[src/rtl/qarma_stream_pkg.sv]
// Shared types and constants for the QARMA stream wrapper.
package qarma_stream_pkg;

   localparam int unsigned WORD_W            = 32;
   localparam int unsigned BLK_W             = 128;
   localparam int unsigned IDX_W             = 5;
   localparam int unsigned WAIT_W            = 4;
   localparam int unsigned FRAME_WORDS       = 20;
   localparam int unsigned SHORT_FRAME_WORDS = 12;
   localparam int unsigned KEY_WORDS         = 8;

   localparam int unsigned K0_BASE = 0;
   localparam int unsigned K1_BASE = 4;
   localparam int unsigned T0_BASE = 8;
   localparam int unsigned T1_BASE = 12;
   localparam int unsigned P_BASE  = 16;

   typedef enum logic [1:0] {
      LOAD = 2'd0,
      WAIT = 2'd1,
      SEND = 2'd2
   } state_e;

   typedef struct packed {
      logic [BLK_W-1:0] k0;
      logic [BLK_W-1:0] k1;
      logic [BLK_W-1:0] t0;
      logic [BLK_W-1:0] t1;
      logic [BLK_W-1:0] p;
   } qarma_ops_t;

   // Word idx of a 128-bit block, word 0 being the most significant.
   function automatic logic [WORD_W-1:0] blk_word(input logic [BLK_W-1:0] blk,
                                                  input logic [1:0]       idx);
      return blk[{~idx, 5'b0} +: WORD_W];
   endfunction

endpackage

[src/rtl/qarma_word_deser.sv]
// Writes one 32-bit stream word into the K0/K1/T0/T1/P operand registers by frame word index.
module qarma_word_deser
   import qarma_stream_pkg::*;
(
   input  logic              clk,
   input  logic              rst_n,
   input  logic              wr_en,
   input  logic [IDX_W-1:0]  wr_idx,
   input  logic [WORD_W-1:0] wr_data,
   output qarma_ops_t        ops
);

   qarma_ops_t ops_q;
   qarma_ops_t ops_d;
   logic [1:0] lane;

   // Word 0 of each operand lands in bits [127:96].
   always_comb begin
      ops_d = ops_q;
      lane  = ~wr_idx[1:0];
      if (wr_en && (wr_idx < IDX_W'(FRAME_WORDS))) begin
         if (wr_idx >= IDX_W'(P_BASE)) begin
            ops_d.p[{lane, 5'b0} +: WORD_W] = wr_data;
         end else if (wr_idx >= IDX_W'(T1_BASE)) begin
            ops_d.t1[{lane, 5'b0} +: WORD_W] = wr_data;
         end else if (wr_idx >= IDX_W'(T0_BASE)) begin
            ops_d.t0[{lane, 5'b0} +: WORD_W] = wr_data;
         end else if (wr_idx >= IDX_W'(K1_BASE)) begin
            ops_d.k1[{lane, 5'b0} +: WORD_W] = wr_data;
         end else begin
            ops_d.k0[{lane, 5'b0} +: WORD_W] = wr_data;
         end
      end
   end

   always_ff @(posedge clk or negedge rst_n) begin
      if (!rst_n) begin
         ops_q <= '0;
      end else begin
         ops_q <= ops_d;
      end
   end

   assign ops = ops_q;

endmodule

[src/rtl/qarma_stream_if.sv]
// Stream front-end for a combinational QARMA core: deserialises operand frames, waits
// CORE_WAIT cycles for the core, then streams the 128-bit result. Option: QARMA_KEY_REUSE_EN.
module qarma_stream_if
   import qarma_stream_pkg::*;
#(
   parameter int unsigned CORE_WAIT = 2
) (
   input  logic              clk,
   input  logic              rst_n,
   input  logic              s_valid,
   output logic              s_ready,
   input  logic [WORD_W-1:0] s_data,
   input  logic              s_enc,
   input  logic              s_keep_key,
   output logic              core_enc,
   output logic [BLK_W-1:0]  core_K0,
   output logic [BLK_W-1:0]  core_K1,
   output logic [BLK_W-1:0]  core_T0,
   output logic [BLK_W-1:0]  core_T1,
   output logic [BLK_W-1:0]  core_P,
   input  logic [BLK_W-1:0]  core_C,
   output logic              m_valid,
   input  logic              m_ready,
   output logic [WORD_W-1:0] m_data,
   output logic              m_last
);

   state_e              state_q, state_d;
   logic [IDX_W-1:0]    word_cnt_q, word_cnt_d;
   logic [WAIT_W-1:0]   wait_cnt_q, wait_cnt_d;
   logic [1:0]          out_cnt_q, out_cnt_d;
   logic [BLK_W-1:0]    result_q, result_d;
   logic                enc_q, enc_d;
   logic                s_ready_q, s_ready_d;
   logic                m_valid_q, m_valid_d;
   logic [WORD_W-1:0]   m_data_q, m_data_d;
   logic                m_last_q, m_last_d;
   logic                s_acc_c;
   logic                m_acc_c;
   logic [IDX_W-1:0]    wr_idx_c;
   qarma_ops_t          ops;

`ifndef QARMA_KEY_REUSE_EN
   logic unused_keep;
   assign unused_keep = s_keep_key;
`endif

   always_comb begin
      state_d    = state_q;
      word_cnt_d = word_cnt_q;
      wait_cnt_d = wait_cnt_q;
      out_cnt_d  = out_cnt_q;
      result_d   = result_q;
      enc_d      = enc_q;
      s_acc_c    = s_valid && s_ready_q;
      m_acc_c    = m_valid_q && m_ready;
      wr_idx_c   = word_cnt_q;
`ifdef QARMA_KEY_REUSE_EN
      // A key-reuse frame skips K0/K1 and starts writing at T0.
      if ((word_cnt_q == '0) && s_keep_key) begin
         wr_idx_c = IDX_W'(KEY_WORDS);
      end
`endif

      case (state_q)
         LOAD: begin
            if (s_acc_c) begin
               if (word_cnt_q == '0) begin
                  enc_d = s_enc;
               end
               if (wr_idx_c == IDX_W'(FRAME_WORDS - 1)) begin
                  word_cnt_d = '0;
                  wait_cnt_d = '0;
                  state_d    = WAIT;
               end else begin
                  word_cnt_d = wr_idx_c + 5'd1;
               end
            end
         end
         WAIT: begin
            if (wait_cnt_q == WAIT_W'(CORE_WAIT)) begin
               result_d   = core_C;
               wait_cnt_d = '0;
               out_cnt_d  = '0;
               state_d    = SEND;
            end else begin
               wait_cnt_d = wait_cnt_q + 4'd1;
            end
         end
         SEND: begin
            if (m_acc_c) begin
               out_cnt_d = out_cnt_q + 2'd1;
               if (out_cnt_q == 2'd3) begin
                  state_d = LOAD;
               end
            end
         end
         default: begin
            state_d = LOAD;
         end
      endcase

      // Outputs are registered copies of what the next state will present.
      s_ready_d = (state_d == LOAD);
      m_valid_d = (state_d == SEND);
      m_last_d  = (state_d == SEND) && (out_cnt_d == 2'd3);
      m_data_d  = (state_d == SEND) ? blk_word(result_d, out_cnt_d) : '0;
   end

   always_ff @(posedge clk or negedge rst_n) begin
      if (!rst_n) begin
         state_q    <= LOAD;
         word_cnt_q <= '0;
         wait_cnt_q <= '0;
         out_cnt_q  <= '0;
         result_q   <= '0;
         enc_q      <= 1'b0;
         s_ready_q  <= 1'b1;
         m_valid_q  <= 1'b0;
         m_data_q   <= '0;
         m_last_q   <= 1'b0;
      end else begin
         state_q    <= state_d;
         word_cnt_q <= word_cnt_d;
         wait_cnt_q <= wait_cnt_d;
         out_cnt_q  <= out_cnt_d;
         result_q   <= result_d;
         enc_q      <= enc_d;
         s_ready_q  <= s_ready_d;
         m_valid_q  <= m_valid_d;
         m_data_q   <= m_data_d;
         m_last_q   <= m_last_d;
      end
   end

   qarma_word_deser u_deser (
      .clk     (clk),
      .rst_n   (rst_n),
      .wr_en   (s_acc_c),
      .wr_idx  (wr_idx_c),
      .wr_data (s_data),
      .ops     (ops)
   );

   assign s_ready  = s_ready_q;
   assign m_valid  = m_valid_q;
   assign m_data   = m_data_q;
   assign m_last   = m_last_q;
   assign core_enc = enc_q;
   assign core_K0  = ops.k0;
   assign core_K1  = ops.k1;
   assign core_T0  = ops.t0;
   assign core_T1  = ops.t1;
   assign core_P   = ops.p;

endmodule

[config.mk]
export PLATFORM = sky130hd
export DESIGN_NAME = qarma_stream_if
export DESIGN_NICKNAME = d
export VERILOG_FILES = /design/src/rtl/qarma_stream_pkg.sv /design/src/rtl/qarma_word_deser.sv /design/src/rtl/qarma_stream_if.sv
export SDC_FILE = /design/constraint.sdc
export NUM_CORES = 1
export LEC_CHECK = 0
export BUFFER_PORTS_ARGS = -buffer_cell sky130_fd_sc_hd__buf_2
export CAP_MARGIN = 20
export CORE_AREA = 5 5 329 331
export CTS_BUF_LIST = sky130_fd_sc_hd__clkbuf_4 sky130_fd_sc_hd__clkbuf_8
export DETAILED_ROUTE_END_ITERATION = 10
export DIE_AREA = 0 0 334 336
export GPL_ROUTABILITY_DRIVEN = 0
export PLACE_DENSITY = 0.51
export SLEW_MARGIN = 20
export SYNTH_ARGS = -nofsm -noshare
export SYNTH_HDL_FRONTEND = slang
export SYNTH_SLANG_ARGS = --single-unit
[constraint.sdc]
create_clock -name clk -period 2.5 [get_ports clk]
set_input_delay 0.125 -clock clk [delete_from_list [all_inputs] [get_ports clk]]
set_output_delay 0.125 -clock clk [all_outputs]
set_load 0.02 [all_outputs]
==> impl_metrics.csv, run 1 <==
group,metric,value,unit
worst_setup_path,cp_max_fo,6,
cts,htree_levels,4,
logic_synthesis,synth-edff-count,0,
timing,grt_setup_unrepaired,"yes",
layout,stdcell_count,5413,
floorplanning,ios,842,
worst_setup_path,critPathRequiredTime,3.17,ns
timing,slew_headroom,51.1,%
power,power_density,1120,nW/µm²
cts,clock_path_buffers,3,
timing,worst_slack,-0.00349,ns
floorplanning,die_area,112000,µm²
grt,grt-ovfl-total,0,
route,routed_via_density,4.63,
outcome,status,"complete, but fails checks",
worst_setup_path,r2r_slack,-0.003,ns
timing,fin_crit_sh,100,%
cts,clk_latency,0.81,ns
timing,fin_crit,2.50,ns
worst_setup_path,cp-start-kind,"flip-flop",
worst_setup_path,crit_chain,"inv_1 -> ha_1 -> or3b_4 -> a32o_2 -> a21oi_4 -> buf_6 -> clkbuf_16 -> mux2_2 -> a22o_1",
layout,final_area,42400,µm²
logic_synthesis,synth-main-ff-cell,"dfrtp_1",
logic_synthesis,synth_top_area_share,65.9,%
worst_setup_path,slowest_delay,0.40,ns
timing,hold_viol,0,
worst_setup_path,critPathKind,"flip-flop to flip-flop",
layout,area_delta_synth_final,36.7,%
timing,hold_slack,0.110,ns
cts,cts_buffers,146,
route,via_count,25100,
grt,grt_pass1_vias,25100,
cts,clkTransAtPathRegs,0.06,ns
run,cap_violations,0,
power,p_leak,0.0218,µW
logic_synthesis,yosys_warnings,0,
logic_synthesis,synth_most_common_cell,"dfrtp_1",
grt,grt_max_degree,65,
cts,cts_sinks,817,
logic_synthesis,ys_types,45,
outcome,violations,"negative setup slack",
route,drt_iter0_drc,1447,
timing,tightest_slew,0.733,ns
logic_synthesis,yosysSeqAreaShare,66.0,%
layout,nets,4097,
timing,maxSlewViolCount,0,
logic_synthesis,syn_avg_cell_area,10.9,µm²
logic_synthesis,synth_area,31000,µm²
placed_design,place_area,37400,µm²
route,wirelength,130,mm
route,first_pass_iters,7,
timing,finClkSkew,0.0496,ns
logic_synthesis,synth_area_leaders,"dfrtp_1 (66%), o21ai_0 (10%), nand2_1 (8.4%)",
logic_synthesis,ys_ff_latch,817,
logic_synthesis,syn_nets,3019,
worst_setup_path,crit_family,"compound AO/OA/AOI/OAI gates",
worst_setup_path,slowest_stage,"or3b_4",
timing,setup_tns,-0.00635,ns
worst_setup_path,crit_path_end_kind,"flip-flop",
worst_setup_path,worstPathArrival,3.18,ns
grt,antenna_found_initial,10,
power,power.total,47500,µW
power,peakVddDrop,593,µV
logic_synthesis,synth_cells,2841,
grt,grt_pass1_wl,182,mm
logic_synthesis,yosysTopAreaCell,"dfrtp_1",
floorplanning,fp.dieH,336,µm
cts,cts-root-buf,"clkbuf_8",
timing,fmax,399,MHz
floorplanning,start_util,29.6,%
route,drc,0,
floorplanning,core_region_area,105000,µm²
worst_setup_path,critPathBufInv,3,
layout,drive_above_1_share,35.4,%
placed_design,io_buffers,840,
logic_synthesis,synth_commonest_cells,"dfrtp_1 (816), nand2_1 (694), o21ai_0 (649), mux2_2 (193), clkbuf_1 (142)",
worst_hold_path,hold_class,"primary input to flip-flop",
grt,gr-usage-all-layers,22.2,%
route,ant_nets,0,
timing,setup_viol,3,
cts,cts_tree,"built",
placed_design,dpl.hpwl,90.5,mm
route,routedWlPerCell,24.0,µm
floorplanning,dieWidth,334,µm
logic_synthesis,async_reset_ff_share,100,%
placed_design,dp.cells,4983,
floorplanning,num_rows,119,
==> kinds of logic (layout without fill, tap and decap cells) <==
logic type | count (synthesis) | count (layout) | share of synthesized area (%)
xor+xnor | 1 | 1 | 0.0283
other cells | 0 | 3 | 0
fa+ha+maj | 12 | 12 | 0.484
mux | 193 | 193 | 7.01
compound gates | 694 | 694 | 11.7
buf+inv | 287 | 1465 | 3.79
flops | 817 | 817 | 66.0
simple gates | 837 | 837 | 11.0
==> sequential cells by signal, indices dropped and copies added, names as in the netlist <==
| register | count |
|---|---|
| u_deser.ops | 640 |
| result_q | 128 |
| m_data | 32 |
| word_cnt_q | 5 |
| wait_cnt_q | 4 |
| out_cnt_q | 2 |
| state_q | 2 |
| core_enc | 1 |
| m_last | 1 |
| m_valid | 1 |
| s_ready | 1 |
==> repair_timing <==
action / in CTS / in global routing
buffers inserted: 0 / 6
pin swaps: 0 / 2
setup endpoints to repair: 32 / 35
gates cloned: 0 / 6
hold buffers: 167 / 0
resized for setup: 2 / 4
hold endpoints to repair: 1551 / 0
==> through the flow <==
stage | utilization [%] | setup slack (ns)
floorplan | - | 0.0748
global placement | 35.6 | 0.00606
detailed placement | 35.6 | -0.00330
CTS | 40.2 | -0.0118
global route | 40.4 | -0.0822
finish | 40.4 | -0.00349
==> per-layer routing <==
metal | share of wire, % | wire length [µm] | track usage (%) | vias up
li1 | - | - | - | 11700
met1 | 41 | 53700 | 27.8 | 12200
met2 | 47 | 60800 | 36.0 | 899
met3 | 7.3 | 9540 | 6.61 | 265
met4 | 4.5 | 5800 | 9.63 | 2
met5 | 0.010 | 13 | 0 | -
==> worst min-delay path, cell delays in order <==
cell and delay (ns):
dlygate4sd3_1 0.52, buf_2 0.10, mux2_2 0.14
==> placed cells by master (no fill, tap or decap), drive strengths merged, types with 2 or more instances in the layout <==
| cell | instances |
|---|---|
| buf | 942 |
| nor2 | 6 |
| mux2 | 193 |
| nor4b | 2 |
| a21oi | 2 |
| o21ai | 649 |
| nor3b | 5 |
| dlygate4sd3 | 166 |
| o31ai | 2 |
| clkinvlp | 2 |
| and4bb | 2 |
| dfrtp | 816 |
| and4b | 2 |
| ha | 12 |
| and3 | 4 |
| clkbuf | 227 |
| nor2b | 5 |
| inv | 112 |
| nor3 | 2 |
| nand2 | 694 |
| clkinv | 11 |
| and2 | 5 |
| bufinv | 5 |
| nand3 | 104 |
| diode | 3 |
| a22o | 33 |
==> power breakdown <==
group          total (µW)  switching [µW]  leakage, µW  internal [µW]
sequential          18100            1760       0.0110          16300
combinational       16000           11400      0.00918           4600
clock               13400            5780      0.00164           7590
total               47400           18900       0.0218          28500
==> final timing paths <==
kind                             startpoint               end  cells after the start
min                              core_C[61]      result_q[61]                      3
max                           wait_cnt_q[0]        m_data[15]                      9
max in group asynchronous             rst_n  u_deser.ops[538]                      4
max reg2reg                   wait_cnt_q[0]        m_data[15]                      9
min in group asynchronous             rst_n  u_deser.ops[347]                      3
min reg2reg                u_deser.ops[199]  u_deser.ops[199]                      2
==> final cells by class <==
cell class	instances	area, µm²
fill	10400	62500
tap	1391	1740
antenna	3	7.51
sequential	817	20400
multi-input combinational	1737	9490
clock inverter	25	324
timing repair buffer	1112	7190
clock buffer	223	2770
inverter	105	394
Note: power is estimated with default switching activity, not from simulation.
==> run 2, diff against run 1 <==
==> constraint.sdc (replaced) <==
create_clock -name clk -period 2.5 [get_ports clk]
set_input_delay 0.25 -clock clk [delete_from_list [all_inputs] [get_ports clk]]
set_output_delay 0.25 -clock clk [all_outputs]
set_load 0.02 [all_outputs]
==> impl_metrics.csv, run 2 (synthesis results as in run 1) <==
group,metric,value,unit
placed_design,dp_slack,-0.0174,ns
timing,maxSlewViolCount,0,
grt,grt_max_degree,81,
route,wirelength,128,mm
placed_design,dp.cells,4974,
floorplanning,dieWidth,334,µm
floorplanning,fp.dieH,336,µm
layout,final_cell_mix,"buf_2 (839), dfrtp_1 (816), nand2_1 (682)",
grt,grt_pass1_vias,25300,
worst_setup_path,cp_max_fo,15,
worst_setup_path,critPathRequiredTime,3.16,ns
grt,gr-usage-all-layers,22.2,%
outcome,status,"finished, final reports clean",
cts,cts_buffers,146,
worst_hold_path,hold_class,"primary input to flip-flop",
grt,grt-ovfl-total,0,
layout,stdcell_count,5404,
layout,largest_register_ffs,640,
layout,regArea,20400,µm²
worst_setup_path,r2r_end,"m_data[4]",
grt,grt_pass1_wl,183,mm
grt,antenna_found_initial,9,
layout,fin_util,40.4,%
timing,grt_setup_unrepaired,"yes",
placed_design,io_buffers,840,
timing,tightest_slew,0.738,ns
layout,fillers,10500,
cts,htree_levels,4,
worst_setup_path,critPathKind,"flip-flop to flip-flop",
floorplanning,core_region_area,105000,µm²
cts,clk_latency,0.81,ns
cts,clkTransAtPathRegs,0.06,ns
route,drt_iter0_drc,1516,
cts,cts_tree,"built",
worst_hold_path,holdPathEnd,"result_q[64]",
timing,fin_crit_sh,98.4,%
layout,final_area,42300,µm²
worst_setup_path,reg2reg_depth,9,
timing,slew_headroom,50.8,%
floorplanning,die_area,112000,µm²
power,p_leak,0.0218,µW
route,via_count,25200,
timing,hold_viol,0,
route,routedWlPerCell,23.7,µm
timing,setup_viol,0,
layout,layout_commonest_cell,"buf_2",
run,cap_violations,0,
route,ant_nets,0,
timing,finClkSkew,0.0404,ns
power,power_density,1130,nW/µm²
timing,fin_crit,2.46,ns
layout,multiInputGateArea,9490,µm²
floorplanning,start_util,29.6,%
timing,worst_slack,0.0404,ns
layout,area_delta_synth_final,36.5,%
route,first_pass_iters,5,
timing,setup_tns,0,ns
worst_setup_path,r2r_slack,0.04,ns
placed_design,dpl.hpwl,89.9,mm
layout,drive_above_1_share,35.3,%
cts,cts_sinks,817,
route,drc,0,
cts,cts-root-buf,"clkbuf_8",
timing,fmax,407,MHz
cts,clock_path_buffers,3,
power,peakVddDrop,804,µV
worst_hold_path,min_from,"core_C[64]",
worst_setup_path,cp-start-kind,"flip-flop",
worst_setup_path,worstPathArrival,3.12,ns
floorplanning,num_rows,119,
worst_hold_path,hold_depth,3,
layout,nets,4077,
worst_setup_path,r2r_start,"wait_cnt_q[0]",
route,routed_via_density,4.66,
worst_setup_path,crit_path_end_kind,"flip-flop",
floorplanning,ios,842,
placed_design,place_area,37400,µm²
[run 2: cell types whose count changed in the layout (fill, tap and decap cells not counted), moves of 3 or more]
cell,before,now
buf_12,35,38
buf_4,64,49
buf_6,3,0
clkbuf_16,4,1
clkbuf_8,175,182
[run 2: timing repair]
| action | CTS | global route |
|---|---|---|
| gates cloned | 0 | 1 |
| pin swaps | 0 | 1 |
| buffers inserted | 0 | 2 |
| setup endpoints to repair | 32 | 32 |
| hold endpoints to repair | 1255 | 0 |
| hold buffers | 165 | 0 |
| resized for setup | 1 | 4 |
[run 2: critical path, cell delays in order, from the launching register on]
cell and delay, ns:
dfrtp_1 0.38, inv_1 0.06, ha_1 0.15, or3b_4 0.39, a32o_2 0.29, a21oi_4 0.13, buf_12 0.17, buf_12 0.16
mux2_2 0.33, a22o_1 0.23
[run 2: cell type report]
cell class | instances | share of cell area [%]
Sequential cell | 817 | 48.3
Multi-Input combinational cell | 1737 | 22.4
Timing Repair Buffer | 1092 | 16.6
Clock buffer | 232 | 6.81
Tap cell | 1391 | 4.11
Inverter | 105 | 0.931
Clock inverter | 25 | 0.813
Antenna cell | 5 | 0.0296
[run 2: worst max path at each step]
| stage | startpoint | end | slack [ns] | cells after the start |
|---|---|---|---|---|
| 6_report | wait_cnt_q[0] | m_data[4] | 0.04 | 9 |
| 4_1_cts | wait_cnt_q[0] | m_data[16] | 0.01 | 9 |
| 2_1_floorplan | wait_cnt_q[0] | m_data[15] | 0.07 | 9 |
| 5_1_grt | wait_cnt_q[0] | m_data[28] | -0.05 | 9 |
| 3_5_place_dp | wait_cnt_q[0] | m_data[14] | -0.02 | 9 |
| 3_3_place_gp | wait_cnt_q[0] | m_data[14] | 0.009 | 9 |
[run 2: stage by stage]
| stage | total power, µW | hold WS, ns |
|---|---|---|
| after floorplan | 26100 | -0.0456 |
| after global placement | 33700 | 0.271 |
| after detailed placement | 33900 | 0.273 |
| after CTS | 48200 | 0.125 |
| after global routing | 50100 | 0.149 |
| final | 47600 | 0.226 |
[run 2: report_power, final]
group / leakage [µW] / switching [µW] / internal, µW
clock: 0.00172 / 5790 / 8030
sequential: 0.0110 / 1740 / 16300
combinational: 0.00907 / 11200 / 4480
total: 0.0218 / 18800 / 28900
[run 2: routing by layer]
metal	track usage (%)	routed length, µm	vias to the layer above
met5	0	0	-
met4	10.8	6540	0
met3	5.99	8890	280
met2	35.2	59500	913
met1	28.3	53000	12300
li1	-	-	11700
